### src/rtl/reset_sequencer.sv
// Staged reset controller: holds all domains, then releases per-block resets in ascending order.
// Optional watchdog-triggered re-sequencing is compiled in with RESET_SEQ_WDOG_EN.
module reset_sequencer #(
    parameter int unsigned N_STAGES    = 4,
    parameter int unsigned HOLD_CYCLES = 16,
    parameter int unsigned STAGE_GAP   = 8,
    parameter int unsigned CNT_W       = 8
`ifdef RESET_SEQ_WDOG_EN
    ,
    parameter int unsigned WDOG_CYCLES = 200
`endif
) (
    input  logic                clk,
    input  logic                as_rst,
    input  logic                sw_rst_req,
    output logic                sw_rst_ack,
    output logic [N_STAGES-1:0] stage_rst_n,
    output logic                busy,
    output logic                ready
`ifdef RESET_SEQ_WDOG_EN
    ,
    input  logic                wdog_kick,
    output logic                wdog_expired
`endif
);

    localparam int unsigned IDX_W = $clog2(N_STAGES + 1);

    localparam logic [1:0] S_HOLD  = 2'd0;
    localparam logic [1:0] S_STAGE = 2'd1;
    localparam logic [1:0] S_RUN   = 2'd2;
    localparam logic [1:0] S_ACK   = 2'd3;

    logic [1:0]          state_q, state_d;
    logic [CNT_W-1:0]    cnt_q, cnt_d;
    logic [IDX_W-1:0]    idx_q, idx_d;
    logic                pending_q, pending_d;
    logic [N_STAGES-1:0] stage_d;
    logic                ack_d;
    logic                busy_d;
    logic                restart;
`ifdef RESET_SEQ_WDOG_EN
    logic [CNT_W-1:0]    wdog_cnt_q, wdog_cnt_d;
    logic                expired_d;
    logic                wdog_fire;
`endif

    // Next-state and next-output logic; every output is registered below.
    always_comb begin
        state_d   = state_q;
        cnt_d     = cnt_q;
        idx_d     = idx_q;
        pending_d = pending_q;
        stage_d   = stage_rst_n;
        ack_d     = sw_rst_ack;
        restart   = 1'b0;
`ifdef RESET_SEQ_WDOG_EN
        expired_d  = wdog_expired;
        wdog_fire  = (state_q == S_RUN) && !sw_rst_req && !wdog_kick &&
                     (wdog_cnt_q == CNT_W'(WDOG_CYCLES - 1));
        wdog_cnt_d = '0;
        if (state_q == S_RUN && !wdog_kick)
            wdog_cnt_d = wdog_cnt_q + CNT_W'(1);
`endif

        case (state_q)
            S_HOLD: begin
                cnt_d = cnt_q + CNT_W'(1);
                if (cnt_q == CNT_W'(HOLD_CYCLES - 1)) begin
                    stage_d[0] = 1'b1;
                    cnt_d      = '0;
                    idx_d      = IDX_W'(1);
                    state_d    = S_STAGE;
                end
            end
            S_STAGE: begin
                // One settling cycle after the last release before reporting ready.
                if (idx_q == IDX_W'(N_STAGES)) begin
                    state_d = pending_q ? S_ACK : S_RUN;
                    ack_d   = pending_q;
                    cnt_d   = '0;
                end else begin
                    cnt_d = cnt_q + CNT_W'(1);
                    if (cnt_q == CNT_W'(STAGE_GAP - 1)) begin
                        for (int unsigned i = 0; i < N_STAGES; i++) begin
                            if (idx_q == IDX_W'(i))
                                stage_d[i] = 1'b1;
                        end
                        cnt_d = '0;
                        idx_d = idx_q + IDX_W'(1);
                    end
                end
            end
            S_RUN: begin
                if (sw_rst_req) begin
                    restart   = 1'b1;
                    pending_d = 1'b1;
                end
`ifdef RESET_SEQ_WDOG_EN
                else if (wdog_fire) begin
                    restart   = 1'b1;
                    expired_d = 1'b1;
                end
`endif
            end
            S_ACK: begin
                if (!sw_rst_req) begin
                    ack_d     = 1'b0;
                    pending_d = 1'b0;
                    state_d   = S_RUN;
`ifdef RESET_SEQ_WDOG_EN
                    expired_d = 1'b0;
`endif
                end
            end
            default: state_d = S_HOLD;
        endcase

        if (restart) begin
            stage_d = '0;
            cnt_d   = '0;
            idx_d   = '0;
            state_d = S_HOLD;
`ifdef RESET_SEQ_WDOG_EN
            wdog_cnt_d = '0;
`endif
        end

        busy_d = (state_d == S_HOLD) || (state_d == S_STAGE);
    end

    always_ff @(posedge clk or posedge as_rst) begin
        if (as_rst) begin
            state_q     <= S_HOLD;
            cnt_q       <= '0;
            idx_q       <= '0;
            pending_q   <= 1'b0;
            stage_rst_n <= '0;
            sw_rst_ack  <= 1'b0;
            busy        <= 1'b1;
            ready       <= 1'b0;
        end else begin
            state_q     <= state_d;
            cnt_q       <= cnt_d;
            idx_q       <= idx_d;
            pending_q   <= pending_d;
            stage_rst_n <= stage_d;
            sw_rst_ack  <= ack_d;
            busy        <= busy_d;
            ready       <= !busy_d;
        end
    end

`ifdef RESET_SEQ_WDOG_EN
    always_ff @(posedge clk or posedge as_rst) begin
        if (as_rst) begin
            wdog_cnt_q   <= '0;
            wdog_expired <= 1'b0;
        end else begin
            wdog_cnt_q   <= wdog_cnt_d;
            wdog_expired <= expired_d;
        end
    end
`endif

endmodule

### config.mk
export PLATFORM = sky130hd
export DESIGN_NAME = reset_sequencer
export DESIGN_NICKNAME = d
export VERILOG_FILES = /design/src/rtl/reset_sequencer.sv
export SDC_FILE = /design/constraint.sdc
export NUM_CORES = 1
export LEC_CHECK = 0
export CAP_MARGIN = 20
export CORE_ASPECT_RATIO = 1.25
export CORE_MARGIN = 2
export CORE_UTILIZATION = 26
export DETAILED_ROUTE_END_ITERATION = 12
export DONT_BUFFER_PORTS = 1
export PLACE_DENSITY = 0.4
export RECOVER_POWER = 100
export SLEW_MARGIN = 5
export SYNTH_ARGS = -nofsm -noshare
export SYNTH_HDL_FRONTEND = slang
export SYNTH_SLANG_ARGS = --single-unit
### constraint.sdc
create_clock -name clk -period 2.05 [get_ports clk]
set_input_delay 0.3075 -clock clk [delete_from_list [all_inputs] [get_ports clk]]
set_output_delay 0.3075 -clock clk [all_outputs]
set_load 0.1 [all_outputs]
**Word level (Yosys, flattened, before mapping)**

Cells that the tools add are included.

- Reductions and logical operators: 20
- Muxes and demuxes: 33
- Add/subtract/negate cells: 2
- Eq/ne operators: 18

Operators with widths:

| kind | count |
|---|---|
| 8-bit two-way mux | 4 |
| 8-bit case mux with 2 select lines | 1 |
| 4-bit AND reduction | 4 |
| 3-bit two-way mux | 5 |
| 2-bit nonzero test | 7 |
| 4-bit two-way mux | 3 |
| 3-bit inequality test, second input constant | 4 |
| 1-bit two-way mux | 11 |
| 8-bit by 1-bit adder with 8-bit output, second input constant | 1 |
| 8-bit by 3-bit equality test with 1-bit output, second input constant | 1 |
| 8-bit by 4-bit equality test with 1-bit output, second input constant | 1 |
| 2-bit two-way mux | 4 |
| 2-bit inequality test, second input constant | 4 |
| 3-bit by 2-bit equality test with 1-bit output, second input constant | 2 |
| 1-bit case mux with 2 select lines | 3 |
| 2-bit case mux with 3 select lines | 1 |
| 3-bit case mux with 2 select lines | 1 |
| 3-bit AND reduction | 2 |
| 5-bit AND reduction | 1 |
| 2-bit by 1-bit equality test with 1-bit output, second input constant | 2 |
| 2-bit equality test, second input constant | 2 |
| 2-bit zero test | 2 |
| 3-bit by 1-bit adder with 3-bit output, second input constant | 1 |
| 3-bit by 1-bit equality test with 1-bit output, second input constant | 1 |
| 5 further kinds | 5 |

- Input port bits: 3
- Bits in registers: 21
- Logic and storage cells: 84
- Output and inout bits: 7

**Longest topological paths before layout**

- Word-level depth: 7
- Depth in mapped cells: 6
- Gate-level depth less buffers: 6

**Least setup slack after synthesis**

Ideal clock, no wire load.

- Kind: reg-to-reg
- Start point: register cnt_q[6]
- End point: register idx_q[0]
- Library setup time: 111 ps
- Path slack: 121 ps
- Arrival: 1818 ps
- Stages on the path, launching flop included: 6
- Period minus slack after synthesis: 1929 ps
- Required time: 1939 ps
- Buffers on the path: 1
- Cell sequence: dfrtp_1 > or4_4 > buf_6 > nor4_4 > nor3_1 > a2111oi_2

- Word-level cells in the longest chain between the ends: 3
- Elaborated cells on any way between the ends: 5
- Those cells by class: eq/ne (4); reduce/logical (1)

RTL lines:

| item | line | RTL |
|---|---|---|
| start: declaration | 35 | `logic [CNT_W-1:0] cnt_q, cnt_d;` |
| start signal: assignment | 144 | `cnt_q <= cnt_d;` |
| 8-bit by 3-bit equality test with 1-bit output / 8-bit by 4-bit equality test with 1-bit output (equally long branches) | 84, 69 |  |
| 3-bit inequality test (no source line) | -- |  |
| 4-bit AND reduction (no source line) (*) | -- |  |
| end signal: assignment | 145 | `idx_q <= idx_d;` |
| end: declaration | 36 | `logic [IDX_W-1:0] idx_q, idx_d;` |

Every way passes the cells marked *; elsewhere a longest branch is shown, timed or not.
A chain may end at the register's enable or synchronous reset.

**Worst setup path after layout**

- Start point: register cnt_q[6]
- End point: register idx_q[1]

The elaborated chain is that of the path after synthesis.

==> metrics.txt <==
status finished, final reports clean; crit share post-route 0.923; Starting Density 0.266; Avg WL per Cell 13.4 um; Setup Fix Bufs, Post-CTS 0; synth unique cells 36; Clock Skew 0.00253 ns; vias per cell 4.79; fmax 0.528 GHz; post-DP HPWL 1940 um; Yosys warnings 0; Final Hold Fails 0; Crit path largest cell delay just over 0.6 ns; row count 27; DRT Wirelength around 2700 um; largest delay contributor family on the critical path simple AND/OR/NAND/NOR gates; Setup TNS Final 0 ns; CP arrival just over 2 ns; # DRC 0; vias in the first global route 974; critical path data required time 2.20 ns; Syn Inst Count 126; Placed Area 1310 um^2; fin crit period between 1.5 and 2 ns; Final ANT Viol Nets 0; worst-path maximum fanout 7; clk sinks 21; die width between 60 and 70 um; combinational power share 0.430; R2R setup slack approximately 0.16 ns; port bufs 0; total grt overflow 0; Syn Area/Cell 9.21 um^2; P_sw about 0.0007 W; antenna diode count 0; initial antenna violation count 0; Critical Path Sink Type register; Final Setup Violations 0; Slew @ Worst Pin 1.15 ns; sequential power share 0.395; P_int 0.000877 W; sequential area share after synthesis 0.454; max_cap viols 0; Reg clk slew, reported paths 0.08 ns; Yosys reg bits 21; nets ~150; Post-Route Utilization 0.308; via count 954; Worst VDD drop between 0.0004 and 0.0005 V; first-pass GRT wire length 4530 um; Design Area, Final 1340 um^2; total track usage 0.116; CTS Buf Count 3; crit path kind reg2reg; Bufs and invs on worst path 1; Syn Std Cell Area ~1200 um^2; slowest CP cell or4_4; synthesized net count 135; die area roughly 5000 um^2; Clock Root Buffer clkbuf_8; Slew HR 0.233; Finished Layout Cells just under 200; Static Leakage 0.591 nW; CTS tree done; Hold Slack between 0.2 and 0.3 ns; placed cell count 194; worst-path cell chain or4_4 > nor4_4 > buf_4 > nor2_1 > a32o_1; Area contributors post-synth dfrtp_1, ha_1, nor2_1; 1st-iter DRT viols 17; largest net degree at the start of global routing 22; Worst Setup Start Kind register; chip height 78.7 um; Clock Path Buffers 2; DRT Pass-1 Iters 4; worst skew pair latency 0.26 ns; P&R area growth vs syn 15.7%; CORE AREA roughly 4400 um^2; switch share 0.447; Clock power frac 0.174; RSZ-0062 raised after global routing no; Ports 10; gpl congestion 0.728; # H-tree levels 1; HP Class in2reg; fin. max-slew vios 0; Yosys top cell by area dfrtp_1; power density over the cells 1180 nW/um^2; top-area cell type share of the netlist area 0.431; fraction of layout instances using a drive strength above 1 0.135
-- cell usage in the layout (no fill, tap or decap), types with 2 or more instances in the layout --
master    instances
nand2_1          13
clkbuf_2          6
buf_4             3
dfrtp_1          20
clkbuf_1          3
nor4_1            3
a22oi_1           3
o211ai_1          2
a21oi_1           5
ha_1              6
o21ai_1           5
nand3_1           3
nor2_1           16
o21ai_0           9
clkbuf_8          3
and3_1            2
a211oi_1          2
nor3_1            2
nand2b_1          2
o21bai_1          2
inv_1             9
-- final cells by class --
class | count | area, um^2
Clock buffer | 3 | 41.3
Clock inverter | 1 | 5.00
Fill cell | 481 | 3020
Inverter | 10 | 37.5
Multi-Input combinational cell | 93 | 586
Sequential cell | 21 | 527
Tap cell | 58 | 72.6
Timing Repair Buffer | 13 | 73.8
-- state kept, by name, summed over array words and instances (netlist names) --
register	flops
state_q	2
pending_q	1
sw_rst_ack	1
stage_rst_n	4
idx_q	3
ready	1
cnt_q	8
busy	1
-- timing repair --
action                     CTS  global route
hold buffers                 1             0
hold endpoints to repair    20             0
resized for setup            0             1
setup endpoints to repair    0             4
-- worst paths after layout --
path	startpoint	endpoint	cells after the start
setup / recovery	cnt_q[6]	idx_q[1]	5
hold / removal	sw_rst_req	ready	2
setup reg to reg	cnt_q[6]	idx_q[1]	5
hold reg to reg	stage_rst_n[2]	stage_rst_n[2]	2
max in group asynchronous	as_rst	cnt_q[1]	3
min in group asynchronous	as_rst	stage_rst_n[3]	3
-- worst register-to-register path: stages (launching register included) --
cell and delay, ns:
dfrtp_1 0.40, or4_4 0.61, nor4_4 0.33, buf_4 0.20, nor2_1 0.04, a32o_1 0.21
-- through the flow --
stage	power [W]	setup slack (ns)
2_1_floorplan	0.00119	0.121
3_3_place_gp	0.00132	0.0877
3_5_place_dp	0.00134	0.0539
4_1_cts	0.00162	0.0398
5_1_grt	0.00171	0.0361
6_report	0.00159	0.158
-- kinds of logic after synthesis --
kind of cell	synth area share
simple gates	0.214
compound gates	0.222
flops	0.454
buf+inv	0.0453
fa+ha+maj	0.0647
-- synth_stat cells (all sizes together) --
| cell type | number |
|---|---|
| a21o | 1 |
| o211ai | 2 |
| a2111oi | 1 |
| a32o | 1 |
| dfrtp | 20 |
| a22oi | 3 |
| nor2b | 1 |
| inv | 10 |
| o21bai | 2 |
| a21oi | 5 |
| nor2 | 16 |
| a31oi | 1 |
| and2 | 2 |
| buf | 1 |
| nand2b | 2 |
| nand3b | 1 |
| or4 | 1 |
| dfstp | 1 |
| nor4 | 4 |
| a211oi | 2 |
| o21ai | 14 |
| nor3 | 3 |
| ha | 6 |
| nand2 | 13 |
| and3 | 2 |
| a22o | 1 |
| o311a | 1 |
| a211o | 1 |
| clkbuf | 1 |
| o211a | 2 |
| or2 | 1 |
| a221oi | 1 |
| nand3 | 3 |
-- metal layers --
| metal | vias up | wire [um] | track usage | part of all wire |
|---|---|---|---|---|
| li1 | 479 | - | - | - |
| met1 | 462 | 1250 | 0.141 | 0.47 |
| met2 | 9 | 1330 | 0.206 | 0.50 |
| met3 | 4 | 58 | 0.0186 | 0.022 |
| met4 | 0 | 38 | 0.0391 | 0.014 |
| met5 | - | 0 | 0 | 0 |
-- power by group through the flow --
stage | combinational, W | sequential [W] | clock [W]
after floorplan | 0.000443 | 0.000745 | 0
after global placement | 0.000690 | 0.000633 | 0
after detailed placement | 0.000700 | 0.000638 | 0
after CTS | 0.000704 | 0.000629 | 0.000292
after global routing | 0.000757 | 0.000644 | 0.000305
final | 0.000682 | 0.000627 | 0.000276
Power figures use the tool's default switching activity.
